[config.mk]
export PLATFORM = sky130hd
export DESIGN_NAME = closest_hit_flat
export DESIGN_NICKNAME = d
export VERILOG_FILES = /design/src/rtl/closest_hit_if.sv /design/src/rtl/closest_hit.sv /design/src/flat_wrapper.sv
export SDC_FILE = /design/constraint.sdc
export NUM_CORES = 1
export LEC_CHECK = 0
export CORE_ASPECT_RATIO = 1.1
export CORE_MARGIN = 8
export CORE_UTILIZATION = 53
export CTS_CLUSTER_DIAMETER = 30
export DETAILED_ROUTE_END_ITERATION = 10
export GPL_ROUTABILITY_DRIVEN = 0
export PLACE_DENSITY = 0.8
export SKIP_CTS_REPAIR_TIMING = 1
export SYNTH_ARGS = -nofsm -noshare
export SYNTH_HDL_FRONTEND = slang
export SYNTH_SLANG_ARGS = --single-unit
[constraint.sdc]
create_clock -name clock -period 4.1 [get_ports clock]
set_input_delay 1.23 -clock clock [delete_from_list [all_inputs] [get_ports clock]]
set_output_delay 1.23 -clock clock [all_outputs]
set_load 0.05 [all_outputs]
[src/rtl/closest_hit_if.sv]
// Bundles the hit/t input FIFO heads, their pops, and the single-entry result port of closest_hit.
interface closest_hit_if #(
  parameter int unsigned IDX_WIDTH = 16
);
  logic                  hit_in_dout;
  logic                  hit_in_empty;
  logic                  hit_in_rd_en;
  logic signed [31:0]    t_in_dout;
  logic                  t_in_empty;
  logic                  t_in_rd_en;
  logic                  out_hit;
  logic [IDX_WIDTH-1:0]  out_idx;
  logic signed [31:0]    out_t;
  logic                  out_empty;
  logic                  out_rd_en;

  modport slave (
    input  hit_in_dout, hit_in_empty, t_in_dout, t_in_empty, out_rd_en,
    output hit_in_rd_en, t_in_rd_en, out_hit, out_idx, out_t, out_empty
  );

  modport master (
    output hit_in_dout, hit_in_empty, t_in_dout, t_in_empty, out_rd_en,
    input  hit_in_rd_en, t_in_rd_en, out_hit, out_idx, out_t, out_empty
  );
endinterface

[src/rtl/closest_hit.sv]
// Nearest-hit reduction over TRI_COUNT triangles per ray, one result held until popped.
// Optional CLOSEST_HIT_TCLIP_EN: only hits with t > 0 are accepted.
module closest_hit #(
  parameter int unsigned Q_BITS    = 10,
  parameter int unsigned TRI_COUNT = 16,
  parameter int unsigned IDX_WIDTH = 16
) (
  input  logic           clock,
  input  logic           reset,
  closest_hit_if.slave   bus
);

  localparam int unsigned CNT_W = $clog2(TRI_COUNT + 1);
  localparam logic signed [31:0] T_MAX = 32'sh7FFF_FFFF;

  if (TRI_COUNT < 1 || TRI_COUNT > 65535) begin : g_bad_count
    $error("closest_hit: TRI_COUNT out of range");
  end
  if (Q_BITS > 31) begin : g_bad_q
    $error("closest_hit: Q_BITS must leave an integer bit in t");
  end
  if ((TRI_COUNT - 1) >= (64'd1 << IDX_WIDTH)) begin : g_bad_idx
    $error("closest_hit: IDX_WIDTH too narrow for TRI_COUNT");
  end

  typedef enum logic {ACCUM, EMIT} state_t;

  state_t                state_q, state_d;
  logic [CNT_W-1:0]      cnt_q, cnt_d;
  logic                  found_q, found_d;
  logic signed [31:0]    best_t_q, best_t_d;
  logic [IDX_WIDTH-1:0]  best_idx_q, best_idx_d;
  logic                  out_hit_q, out_hit_d;
  logic [IDX_WIDTH-1:0]  out_idx_q, out_idx_d;
  logic signed [31:0]    out_t_q, out_t_d;

  logic                  consume;
  logic                  accept;
  logic                  replace;
  logic                  last;
  logic                  rd_en;
  logic                  nxt_found;
  logic signed [31:0]    nxt_t;
  logic [IDX_WIDTH-1:0]  nxt_idx;

  always_comb begin
    consume = (state_q == ACCUM) && !bus.hit_in_empty && !bus.t_in_empty;
`ifdef CLOSEST_HIT_TCLIP_EN
    accept  = consume && bus.hit_in_dout && (bus.t_in_dout > 32'sd0);
`else
    accept  = consume && bus.hit_in_dout;
`endif
    // Strict less-than keeps the earlier (lower) index on a tie.
    replace = accept && (!found_q || (bus.t_in_dout < best_t_q));
    last    = (cnt_q == CNT_W'(TRI_COUNT - 1));

    nxt_found = found_q | replace;
    nxt_t     = replace ? bus.t_in_dout       : best_t_q;
    nxt_idx   = replace ? IDX_WIDTH'(cnt_q)   : best_idx_q;
  end

  always_comb begin
    state_d    = state_q;
    cnt_d      = cnt_q;
    found_d    = found_q;
    best_t_d   = best_t_q;
    best_idx_d = best_idx_q;
    out_hit_d  = out_hit_q;
    out_idx_d  = out_idx_q;
    out_t_d    = out_t_q;
    rd_en      = 1'b0;

    case (state_q)
      ACCUM: begin
        if (consume) begin
          rd_en = 1'b1;
          if (last) begin
            out_hit_d  = nxt_found;
            out_idx_d  = nxt_idx;
            out_t_d    = nxt_t;
            cnt_d      = '0;
            found_d    = 1'b0;
            best_t_d   = T_MAX;
            best_idx_d = '0;
            state_d    = EMIT;
          end else begin
            cnt_d      = cnt_q + CNT_W'(1);
            found_d    = nxt_found;
            best_t_d   = nxt_t;
            best_idx_d = nxt_idx;
          end
        end
      end
      EMIT: begin
        if (bus.out_rd_en) begin
          state_d = ACCUM;
        end
      end
      default: state_d = ACCUM;
    endcase
  end

  always_ff @(posedge clock or posedge reset) begin
    if (reset) begin
      state_q    <= ACCUM;
      cnt_q      <= '0;
      found_q    <= 1'b0;
      best_t_q   <= T_MAX;
      best_idx_q <= '0;
      out_hit_q  <= 1'b0;
      out_idx_q  <= '0;
      out_t_q    <= T_MAX;
    end else begin
      state_q    <= state_d;
      cnt_q      <= cnt_d;
      found_q    <= found_d;
      best_t_q   <= best_t_d;
      best_idx_q <= best_idx_d;
      out_hit_q  <= out_hit_d;
      out_idx_q  <= out_idx_d;
      out_t_q    <= out_t_d;
    end
  end

  // Pops are gated by reset so nothing is consumed while reset is held.
  assign bus.hit_in_rd_en = rd_en && !reset;
  assign bus.t_in_rd_en   = rd_en && !reset;
  assign bus.out_hit      = out_hit_q;
  assign bus.out_idx      = out_idx_q;
  assign bus.out_t        = out_t_q;
  assign bus.out_empty    = (state_q != EMIT);

endmodule

[src/flat_wrapper.sv]
// flat-port wrapper written by rule: the top's interface ports become plain ports
module closest_hit_flat 
#(
  parameter int unsigned Q_BITS    = 10,
  parameter int unsigned TRI_COUNT = 16,
  parameter int unsigned IDX_WIDTH = 16
)
  (clock, reset, bus_hit_in_dout, bus_hit_in_empty, bus_t_in_dout, bus_t_in_empty, bus_out_rd_en, bus_hit_in_rd_en, bus_t_in_rd_en, bus_out_hit, bus_out_idx, bus_out_t, bus_out_empty);
  closest_hit_if #(.IDX_WIDTH(IDX_WIDTH)) bus_i ();
  input  logic clock;
  input  logic reset;
  input wire logic [$bits(bus_i.hit_in_dout)-1:0] bus_hit_in_dout;
  input wire logic [$bits(bus_i.hit_in_empty)-1:0] bus_hit_in_empty;
  input wire logic [$bits(bus_i.t_in_dout)-1:0] bus_t_in_dout;
  input wire logic [$bits(bus_i.t_in_empty)-1:0] bus_t_in_empty;
  input wire logic [$bits(bus_i.out_rd_en)-1:0] bus_out_rd_en;
  output wire logic [$bits(bus_i.hit_in_rd_en)-1:0] bus_hit_in_rd_en;
  output wire logic [$bits(bus_i.t_in_rd_en)-1:0] bus_t_in_rd_en;
  output wire logic [$bits(bus_i.out_hit)-1:0] bus_out_hit;
  output wire logic [$bits(bus_i.out_idx)-1:0] bus_out_idx;
  output wire logic [$bits(bus_i.out_t)-1:0] bus_out_t;
  output wire logic [$bits(bus_i.out_empty)-1:0] bus_out_empty;
  assign bus_i.hit_in_dout = bus_hit_in_dout;
  assign bus_i.hit_in_empty = bus_hit_in_empty;
  assign bus_i.t_in_dout = bus_t_in_dout;
  assign bus_i.t_in_empty = bus_t_in_empty;
  assign bus_i.out_rd_en = bus_out_rd_en;
  assign bus_hit_in_rd_en = bus_i.hit_in_rd_en;
  assign bus_t_in_rd_en = bus_i.t_in_rd_en;
  assign bus_out_hit = bus_i.out_hit;
  assign bus_out_idx = bus_i.out_idx;
  assign bus_out_t = bus_i.out_t;
  assign bus_out_empty = bus_i.out_empty;
  closest_hit #(.Q_BITS(Q_BITS), .TRI_COUNT(TRI_COUNT), .IDX_WIDTH(IDX_WIDTH)) u_core (.clock(clock), .reset(reset), .bus(bus_i));
endmodule
==> reports/metrics.sh, run 1 <==
RSZ0062_AT_GRT='false'
POWER.DENSITY_CELL_AREA_mW_PER_MM2=718
POWER.SEQUENTIAL.FRACTION=0.409
CLOCK_SHARE_OF_POWER=0.135
CAP_VIOLATIONS=0
PERIOD_NEEDED_PS=3890
GRT_FIRST_PASS_WIRELENGTH_UM=19500
CLOCK_INSERTION_DELAY_WORST_SKEW_PS=370
MAX_SLEW_MARGIN=0.613
NUMBER_OF_ENDPOINTS_WITH_NEGATIVE_HOLD_SLACK_IN_THE_FINAL_REPORT=0
TOTAL_SWITCHING_POWER_W=0.00188
AREA_OVERHEAD_VS_SYNTH_PCT=23.0
CHIPWIDTH_UM=110
WORST-SLEW-PIN-TRANSITION_PS=580
AVGVIACOUNTPERCELL=5.48
DIE_AREA_MM2=0.0131
GLOBAL_ROUTE.OVERFLOW_TOTAL=0
NUMBER_OF_SETUP_VIOLATIONS_IN_THE_FINAL_REPORT=0
ENDPOINT_KIND='output pin'
ROUTE.DETAILED.DRC=0
WORST_PATH_DOMINANT_CELL_FAMILY='simple AND/OR/NAND/NOR gates'
YOSYSUNIQUECELLTYPES=41
ACHIEVABLE-FREQUENCY_MHz=257
DP_CELLS=677
CLOCK_TREE.BUFFER_DEPTH=2
POSTLAYOUTCOREUTIL=0.673
POSTSYNTHCELLCOUNT=487
STDCELL_AREA_MM2=0.00632
PWR-SHARE-COMB=0.456
GR-USAGE-ALL-LAYERS=0.185
CLOCK-SKEW-FINAL_PS=9.37
NUMBER_OF_DIODES=0
CTS_INSERTED_BUFFERS=9
OUTCOME='completed'
NETLIST_TOP_CELLS_AREA='sky130_fd_sc_hd__dfstp_2, sky130_fd_sc_hd__dfrtp_1, sky130_fd_sc_hd__ha_1'
DRTITER0DRC=165
CRITICAL_PATH.MAX_STAGE_DELAY_PS=460
CELL_AREA_AFTER_PLACEMENT_MM2=0.00613
CTS_SINKS=104
DRT_PASS1_ITERATIONS=4
POSTSYNTH.ASYNCRESETSHARE=1.00
SYNTH-EDFF-COUNT=0
PLACEMENT_ROWS=37
INSTANCES_NO_FILL=693
SYNTH-SEQ-CELLS=104
SYNTHESIS.NETS=557
DRT.ANTENNA.VIOLATING_NETS=0
POST_ROUTE_CELLS_DRIVE_ABOVE_1_SHARE=0.167
DP.FINAL_HPWL_UM=8400
LAYOUT.NETS=641
IO_BUFFERS=89
LIST_OF_CELLS_TRAVERSED_BY_THE_CRITICAL_PATH='clkdlybuf4s50_1, or3_1, nor2_1, buf_12'
CP_BUF_INV_COUNT=2
WORST-R2R-SETUP-SLACK_PS=1070
TRITONCTS_CLOCK_TREE='done'
HOLD_SLACK_PS=482
IO_PINS=90
WIRE_PER_INST_UM=16.6
FIRST_GLOBAL_VIAS=4042
FLOORPLAN.INITIALDENSITY=0.547
WORSTSETUPSTARTPOINTTYPE='input port'
YS_SEQ_AREA_FRAC=0.521
NETLIST_AREA_MM2=0.00514
PATH_MAX_FANOUT=3
SYNTH_TOP_FLOP_CELL='sky130_fd_sc_hd__dfstp_2'
CLASS_OF_THE_MOST_CRITICAL_HOLD_TIMING_PATH='reg -> reg'
IRDROPWORSTVDD_mV=0.482
SYNTH.LARGEST_AREA_CELL='sky130_fd_sc_hd__dfstp_2'
POWER.SWITCHING_FRACTION=0.415
SYN-MEAN-INSTANCE-AREA_UM2=10.6
INTPOWER_W=0.00266
CRIT_TYPE='in -> out'
ANTENNA_FOUND_INITIAL=0
CP_SLOWEST_CELL='sky130_fd_sc_hd__or3_1'
REPORT.FINAL.SLEW_VIOL_COUNT=0
CRIT_REQUIRED_PS=2870
YS.WARNINGS.COUNT=0
CLKTRANSATPATHREGS_PS=100
SYNTH_TOP_AREA_SHARE=0.317
REPORT.POWER.TOTAL_W=0.00454
ROOT_BUFFER='sky130_fd_sc_hd__clkbuf_8'
ROUTED_WIRELENGTH_UM=11500
COREAREA_MM2=0.00940
CRIT_SHARE_POST_ROUTE=0.948
POWER.LEAKAGE_nW=2.73
DETAILROUTE.VIA_COUNT=3797
GRT_START_MAX_NET_PINS=59
ARRIVAL_PS=2660
HTREEDEPTH=3
FLOORPLAN.DIE.HEIGHT_UM=119
power by group through the flow:
stage / logic, W / registers, W / clock network, W
floorplan: 0.000876 / 0.00242 / 0
detailed placement: 0.00208 / 0.00187 / 0
finish: 0.00207 / 0.00186 / 0.000612
CTS: 0.00209 / 0.00185 / 0.000627
global route: 0.00226 / 0.00191 / 0.000671
global placement: 0.00202 / 0.00185 / 0
area by class of cell:
| cell class | instances | area [µm²] |
|---|---|---|
| fillers | 742 | 3080 |
| flip-flops and latches | 104 | 2680 |
| multi-input cells | 316 | 2130 |
| repair buffers | 99 | 1020 |
| inverters | 41 | 156 |
| clock buffers | 11 | 151 |
| well taps | 117 | 146 |
| clock inverters | 5 | 37.5 |
cells by family (layout without fill, tap and decap cells):
kind of cell,Yosys count,count (layout),synth area share
and+or+nand+nor,125,125,0.115
AOI/OAI and AO/OA,124,124,0.149
DFF,104,104,0.521
buffers and inverters,67,156,0.0694
muxes,34,34,0.0662
adders and majority gates,32,32,0.0779
xor gates and xnor gates,1,1,0.00170
per-layer routing:
metal	vias up	track usage	share of wire
met5	-	0	0
met1	1852	0.228	0.43
met2	76	0.304	0.49
met4	0	0.0828	0.022
li1	1852	-	-
met3	17	0.0378	0.054
final timing paths:
kind,to,depth (start not counted),start
setup / recovery,bus_t_in_rd_en,4,bus_t_in_empty
hold / removal,u_core.bus.out_idx[2],2,u_core.bus.out_idx[2]
setup reg to reg,u_core.bus.out_t[15],9,u_core.best_t_q[1]
hold reg to reg,u_core.bus.out_idx[2],2,u_core.bus.out_idx[2]
max in group asynchronous,u_core.bus.out_t[16],3,reset
min in group asynchronous,u_core.bus.out_idx[13],2,reset
metrics by stage:
step / worst slack [ps] / setup TNS, ps
floorplan: 240 / 0
detailed placement: -88.4 / -1980
CTS: 208 / 0
finish: 214 / 0
global route: 155 / 0
global placement: -12.7 / -12.7
sequential cells by signal, indices dropped and copies added (netlist names):
signal              cells
u_core.bus.out_idx     16
u_core.state_q          1
u_core.cnt_q            5
u_core.best_idx_q      16
u_core.best_t_q        32
u_core.bus.out_t       32
u_core.found_q          1
u_core.bus.out_hit      1
synth_stat cells, types with 4 or more instances:
master,count
sky130_fd_sc_hd__o22a_1,31
sky130_fd_sc_hd__ha_1,32
sky130_fd_sc_hd__dfrtp_1,42
sky130_fd_sc_hd__inv_1,41
sky130_fd_sc_hd__nand4_1,7
sky130_fd_sc_hd__nand2_1,43
sky130_fd_sc_hd__nand3_1,6
sky130_fd_sc_hd__mux2i_1,34
sky130_fd_sc_hd__o21ai_0,31
sky130_fd_sc_hd__buf_4,4
sky130_fd_sc_hd__a21oi_1,52
sky130_fd_sc_hd__dfstp_2,62
sky130_fd_sc_hd__clkbuf_1,8
sky130_fd_sc_hd__buf_6,5
sky130_fd_sc_hd__nor2b_1,11
sky130_fd_sc_hd__nor2_1,43
cells in the final DEF, fill, tap and decap left out, drive strengths merged, types with 11 or more instances in the layout:
cell            n
a21oi          52
buf            12
clkbuf         11
clkdlybuf4s50  87
dfrtp          42
dfstp          62
ha             32
inv            44
mux2i          34
nand2          44
nor2           43
nor2b          11
o21ai          31
o22a           31
tightest hold or removal path, cell delays in order (launching register included):
cell,delay (ps)
sky130_fd_sc_hd__dfrtp_1,360
sky130_fd_sc_hd__nand2_1,50
sky130_fd_sc_hd__nand2_1,50
No activity file was read; power rests on OpenSTA's default activity.
==> inputs of run 2 (changes only) <==
Settings changed: CORE_UTILIZATION 53 to 50, PLACE_DENSITY 0.8 to 0.76.
==> reports/metrics.sh, run 2 (synthesized netlist as in run 1, its figures left out) <==
STDCELL_AREA_MM2=0.00646
GR-USAGE-ALL-LAYERS=0.175
PATH_MAX_FANOUT=3
ENDPOINT_KIND='output pin'
LAYOUT.CELLS.MOST_COMMON_LIST='sky130_fd_sc_hd__clkdlybuf4s50_1, sky130_fd_sc_hd__dfstp_2, sky130_fd_sc_hd__a21oi_1, sky130_fd_sc_hd__nand2_1'
CRITICAL_PATH.MAX_STAGE_DELAY_PS=460
MOSTFREQUENTLAYOUTCELL='sky130_fd_sc_hd__clkdlybuf4s50_1'
POST_ROUTE_CELLS_DRIVE_ABOVE_1_SHARE=0.173
GLOBAL_ROUTE.OVERFLOW_TOTAL=0
FLOORPLAN.INITIALDENSITY=0.504
LAYOUT.NETS=648
WIRE_PER_INST_UM=16.5
CRIT_SHARE_POST_ROUTE=0.942
CLASS_OF_THE_MOST_CRITICAL_HOLD_TIMING_PATH='reg -> reg'
POWER.LEAKAGE_nW=2.80
COREAREA_MM2=0.0102
DIE_AREA_MM2=0.0138
SETUP_TNS_PS=0
NUMBER_OF_ENDPOINTS_WITH_NEGATIVE_HOLD_SLACK_IN_THE_FINAL_REPORT=0
IRDROPWORSTVDD_mV=0.505
MAX_SLEW_MARGIN=0.497
CTS_SINKS=104
CLOCK_TREE.BUFFER_DEPTH=2
HOLD_SLACK_PS=480
CRIT_TYPE='in -> out'
CAP_VIOLATIONS=0
CTS_INSERTED_BUFFERS=9
CELL_AREA_AFTER_PLACEMENT_MM2=0.00617
GRT_FIRST_PASS_WIRELENGTH_UM=19300
DRT_PASS1_ITERATIONS=4
ROUTE.DETAILED.DRC=0
TRITONCTS_CLOCK_TREE='done'
RSZ0062_AT_GRT='false'
NUMBER_OF_DIODES=0
CLOCK-SKEW-FINAL_PS=9.52
DP.FINAL_HPWL_UM=8430
PERIOD_NEEDED_PS=3860
CLKTRANSATPATHREGS_PS=70
DRT.ANTENNA.VIOLATING_NETS=0
FIRST_GLOBAL_VIAS=4051
HTREEDEPTH=3
ANTENNA_FOUND_INITIAL=0
LIST_OF_CELLS_TRAVERSED_BY_THE_CRITICAL_PATH='clkdlybuf4s50_1, or3_1, nor2_1, buf_12'
ROUTED_WIRELENGTH_UM=11700
NUMBER_OF_SETUP_VIOLATIONS_IN_THE_FINAL_REPORT=0
ARRIVAL_PS=2630
AREA_OVERHEAD_VS_SYNTH_PCT=25.8
REPORT.FINAL.SLEW_VIOL_COUNT=0
DRTITER0DRC=148
WORST-SLEW-PIN-TRANSITION_PS=754
OUTCOME='completed'
WORST-R2R-SETUP-SLACK_PS=1080
FF2FF_PATH_DEPTH=9
IO_PINS=90
AVGVIACOUNTPERCELL=5.48
ROOT_BUFFER='sky130_fd_sc_hd__clkbuf_16'
CHIPWIDTH_UM=113
CRIT_REQUIRED_PS=2870
WORSTHOLDPATHCELLS=2
IO_BUFFERS=89
WORSTHOLDENDPOINT='u_core.bus.out_idx[9]'
PLACEMENT_ROWS=39
ACHIEVABLE-FREQUENCY_MHz=259
HOLD_PATH.STARTPOINT='u_core.bus.out_idx[9]'
POWER.DENSITY_CELL_AREA_mW_PER_MM2=741
DETAILROUTE.VIA_COUNT=3868
FLOORPLAN.DIE.HEIGHT_UM=122
CRITICAL_PATH.REG2REG.ENDPOINT='u_core.bus.out_t[17]'
GRT_START_MAX_NET_PINS=65
WORSTSETUPSTARTPOINTTYPE='input port'
CLOCK_INSERTION_DELAY_WORST_SKEW_PS=340
WORSTREG2REGSTART='u_core.best_t_q[1]'
CP_SLOWEST_CELL='sky130_fd_sc_hd__or3_1'
[run 2: changes by cell type in the layout (fill, tap and decap cells not counted)]
| cell | delta |
|---|---|
| sky130_fd_sc_hd__clkbuf_16 | +10 |
| sky130_fd_sc_hd__buf_4 | +9 |
| sky130_fd_sc_hd__clkbuf_8 | -9 |
| sky130_fd_sc_hd__buf_12 | -2 |
| sky130_fd_sc_hd__clkbuf_1 | +2 |
| sky130_fd_sc_hd__inv_6 | -2 |
| sky130_fd_sc_hd__clkinv_4 | -1 |
| sky130_fd_sc_hd__clkinvlp_4 | +1 |
| sky130_fd_sc_hd__inv_4 | -1 |
[run 2: per-stage QoR]
step | power [W] | utilization | instances | setup slack [ps]
floorplan | 0.00330 | - | 487 | 240
global placement | 0.00387 | 0.605 | 690 | -1.56
detailed placement | 0.00396 | 0.605 | 690 | -95.4
CTS | 0.00483 | 0.634 | 706 | 231
global route | 0.00508 | 0.634 | 706 | 130
finish | 0.00479 | 0.634 | 706 | 238
[run 2: worst max-delay path: cells and delay by family]
family / cells / cell delay (ps)
buf+inv: 2 / 600
simple gates: 2 / 800
[run 2: how the worst max path moves through the flow]
| stage | start | end | slack, ps |
|---|---|---|---|
| finish | bus_t_in_empty | bus_hit_in_rd_en | 240 |
| global route | bus_t_in_dout[23] | u_core.bus.out_t[6] | 130 |
| CTS | bus_t_in_empty | bus_hit_in_rd_en | 230 |
| detailed placement | bus_t_in_dout[1] | u_core.bus.out_t[12] | -100 |
| global placement | bus_t_in_dout[1] | u_core.bus.out_t[12] | -2 |
| floorplan | reset | u_core.best_idx_q[0] | 240 |
[run 2: layout make-up]
cell class	count	area, µm²
clock buffer	14	285
clock inverter	2	12.5
fill	821	3730
inverter	41	156
multi-input combinational	316	2130
sequential	104	2680
tap	123	154
timing repair buffer	106	1050
[run 2: where the power goes]
group          internal (W)  switching [W]
clock              0.000482       0.000368
combinational      0.000805        0.00128
sequential          0.00160       0.000264
[run 2: layer usage]
metal / global-route usage / routed length [µm]
met1: 0.203 / 5090
met2: 0.297 / 5680
met3: 0.0418 / 573
met4: 0.0928 / 320
met5: 0 / 0
==> inputs of run 3 (changes only) <==
Clock period 4.1 ns to 4.3 ns, I/O delays scaled along.
==> reports/metrics.sh, run 3 (synthesized netlist as in run 1, its figures left out) <==
POSTLAYOUTCOREUTIL=0.630
CRIT_SHARE_POST_ROUTE=0.928
DRT.ANTENNA.VIOLATING_NETS=0
PERIOD_NEEDED_PS=3990
DRTITER0DRC=148
GRT_START_MAX_NET_PINS=63
CP_BUF_INV_COUNT=2
ROOT_BUFFER='sky130_fd_sc_hd__clkbuf_16'
COREAREA_MM2=0.0102
SEQUENTIAL_CELL_AREA_MM2=0.00268
WIRE_PER_INST_UM=16.4
STDCELL_AREA_MM2=0.00642
CP_SLOWEST_CELL='sky130_fd_sc_hd__or3_1'
WORSTSETUPSTARTPOINTTYPE='input port'
DP.FINAL_HPWL_UM=8370
ANTENNA_FOUND_INITIAL=0
WORST-SLEW-PIN-TRANSITION_PS=727
FILLER_CELL_COUNT=833
DETAILROUTE.VIA_COUNT=3801
ARRIVAL_PS=2700
POWER.LEAKAGE_nW=2.77
FLOORPLAN.DIE.HEIGHT_UM=122
POSTLAYOUTSETUPSLACKWORST_PS=309
PLACEMENT_ROWS=39
CAP_VIOLATIONS=0
LAYOUT.NETS=641
ROUTE.DETAILED.DRC=0
OUTCOME='completed'
PATH_MAX_FANOUT=3
LIST_OF_CELLS_TRAVERSED_BY_THE_CRITICAL_PATH='clkdlybuf4s50_1, or3_1, nor2_1, buf_12'
CLASS_OF_THE_MOST_CRITICAL_HOLD_TIMING_PATH='reg -> reg'
RSZ0062_AT_GRT='false'
NUMBER_OF_SETUP_VIOLATIONS_IN_THE_FINAL_REPORT=0
HTREEDEPTH=3
ENDPOINT_KIND='output pin'
REPORT.FINAL.SLEW_VIOL_COUNT=0
CRIT_TYPE='in -> out'
ROUTED_WIRELENGTH_UM=11500
WORST-R2R-SETUP-SLACK_PS=1260
CLOCK-SKEW-FINAL_PS=9.95
ACHIEVABLE-FREQUENCY_MHz=251
POWER.DENSITY_CELL_AREA_mW_PER_MM2=710
CRITICAL_PATH.MAX_STAGE_DELAY_PS=450
CHIPWIDTH_UM=113
TRITONCTS_CLOCK_TREE='done'
AREA_OVERHEAD_VS_SYNTH_PCT=25.0
IRDROPWORSTVDD_mV=0.474
DP_SLACK_PS=11.9
CTS_INSERTED_BUFFERS=9
NUMBER_OF_ENDPOINTS_WITH_NEGATIVE_HOLD_SLACK_IN_THE_FINAL_REPORT=0
CLOCK_TREE.BUFFER_DEPTH=2
CELL_AREA_AFTER_PLACEMENT_MM2=0.00611
MOSTFREQUENTLAYOUTCELL='sky130_fd_sc_hd__clkdlybuf4s50_1'
MAX_SLEW_MARGIN=0.515
FLOORPLAN.INITIALDENSITY=0.504
CTS_SINKS=104
POST_ROUTE_CELLS_DRIVE_ABOVE_1_SHARE=0.163
FIRST_GLOBAL_VIAS=4016
CRIT_REQUIRED_PS=3010
LAYOUT.CELLS.MOST_COMMON_LIST='sky130_fd_sc_hd__clkdlybuf4s50_1, sky130_fd_sc_hd__dfstp_2, sky130_fd_sc_hd__a21oi_1, sky130_fd_sc_hd__nand2_1'
GLOBAL_ROUTE.OVERFLOW_TOTAL=0
CLKTRANSATPATHREGS_PS=60
WORST_PATH_DOMINANT_CELL_FAMILY='simple AND/OR/NAND/NOR gates'
AVGVIACOUNTPERCELL=5.44
GR-USAGE-ALL-LAYERS=0.171
IO_BUFFERS=89
NUMBER_OF_DIODES=0
CLOCK_INSERTION_DELAY_WORST_SKEW_PS=350
GRT_FIRST_PASS_WIRELENGTH_UM=19000
IO_PINS=90
DIE_AREA_MM2=0.0138
MULTIINPUTGATEAREA_MM2=0.00213
DRT_PASS1_ITERATIONS=4
SETUP_TNS_PS=0
## run 3: layout make-up
cell class | count | area share
sequential | 104 | 0.417
multi-input combinational | 316 | 0.331
timing repair buffer | 99 | 0.155
clock buffer | 12 | 0.0399
inverter | 41 | 0.0244
tap | 123 | 0.0240
clock inverter | 4 | 0.00799
## run 3: path summary, 6_finish.rpt
check	startpoint	end	cells past startpoint
max	bus_t_in_empty	bus_t_in_rd_en	4
min	u_core.bus.out_idx[9]	u_core.bus.out_idx[9]	2
max reg2reg	u_core.best_t_q[1]	u_core.bus.out_idx[0]	9
min reg2reg	u_core.bus.out_idx[9]	u_core.bus.out_idx[9]	2
max in group asynchronous	reset	u_core.best_t_q[13]	3
min in group asynchronous	reset	u_core.bus.out_idx[14]	2
## run 3: layer usage
layer,share of wire,vias to the layer above,track usage
met4,0.018,0,0.0759
met5,0,-,0
met1,0.44,1845,0.205
met2,0.50,82,0.297
met3,0.044,13,0.0325
li1,-,1861,-
## run 3: tightest hold or removal path: cells and delay by family (launching register included)
family,cells,cell delay [ps]
AND/OR/NAND/NOR,1,50
flip-flops,1,340
AO/OA/AOI/OAI,1,60
## run 3: power breakdown
| part | internal [W] | switching, W |
|---|---|---|
| Sequential | 0.00152 | 0.000244 |
| Clock | 0.000485 | 0.000354 |
| Combinational | 0.000754 | 0.00120 |
| Total | 0.00276 | 0.00180 |
## run 3: metrics by stage
stage,instances,hold WS (ps),power (W)
floorplan,487,464,0.00315
global placement,683,461,0.00368
detailed placement,683,469,0.00375
CTS,699,484,0.00461
global route,699,505,0.00484
finish,699,480,0.00456
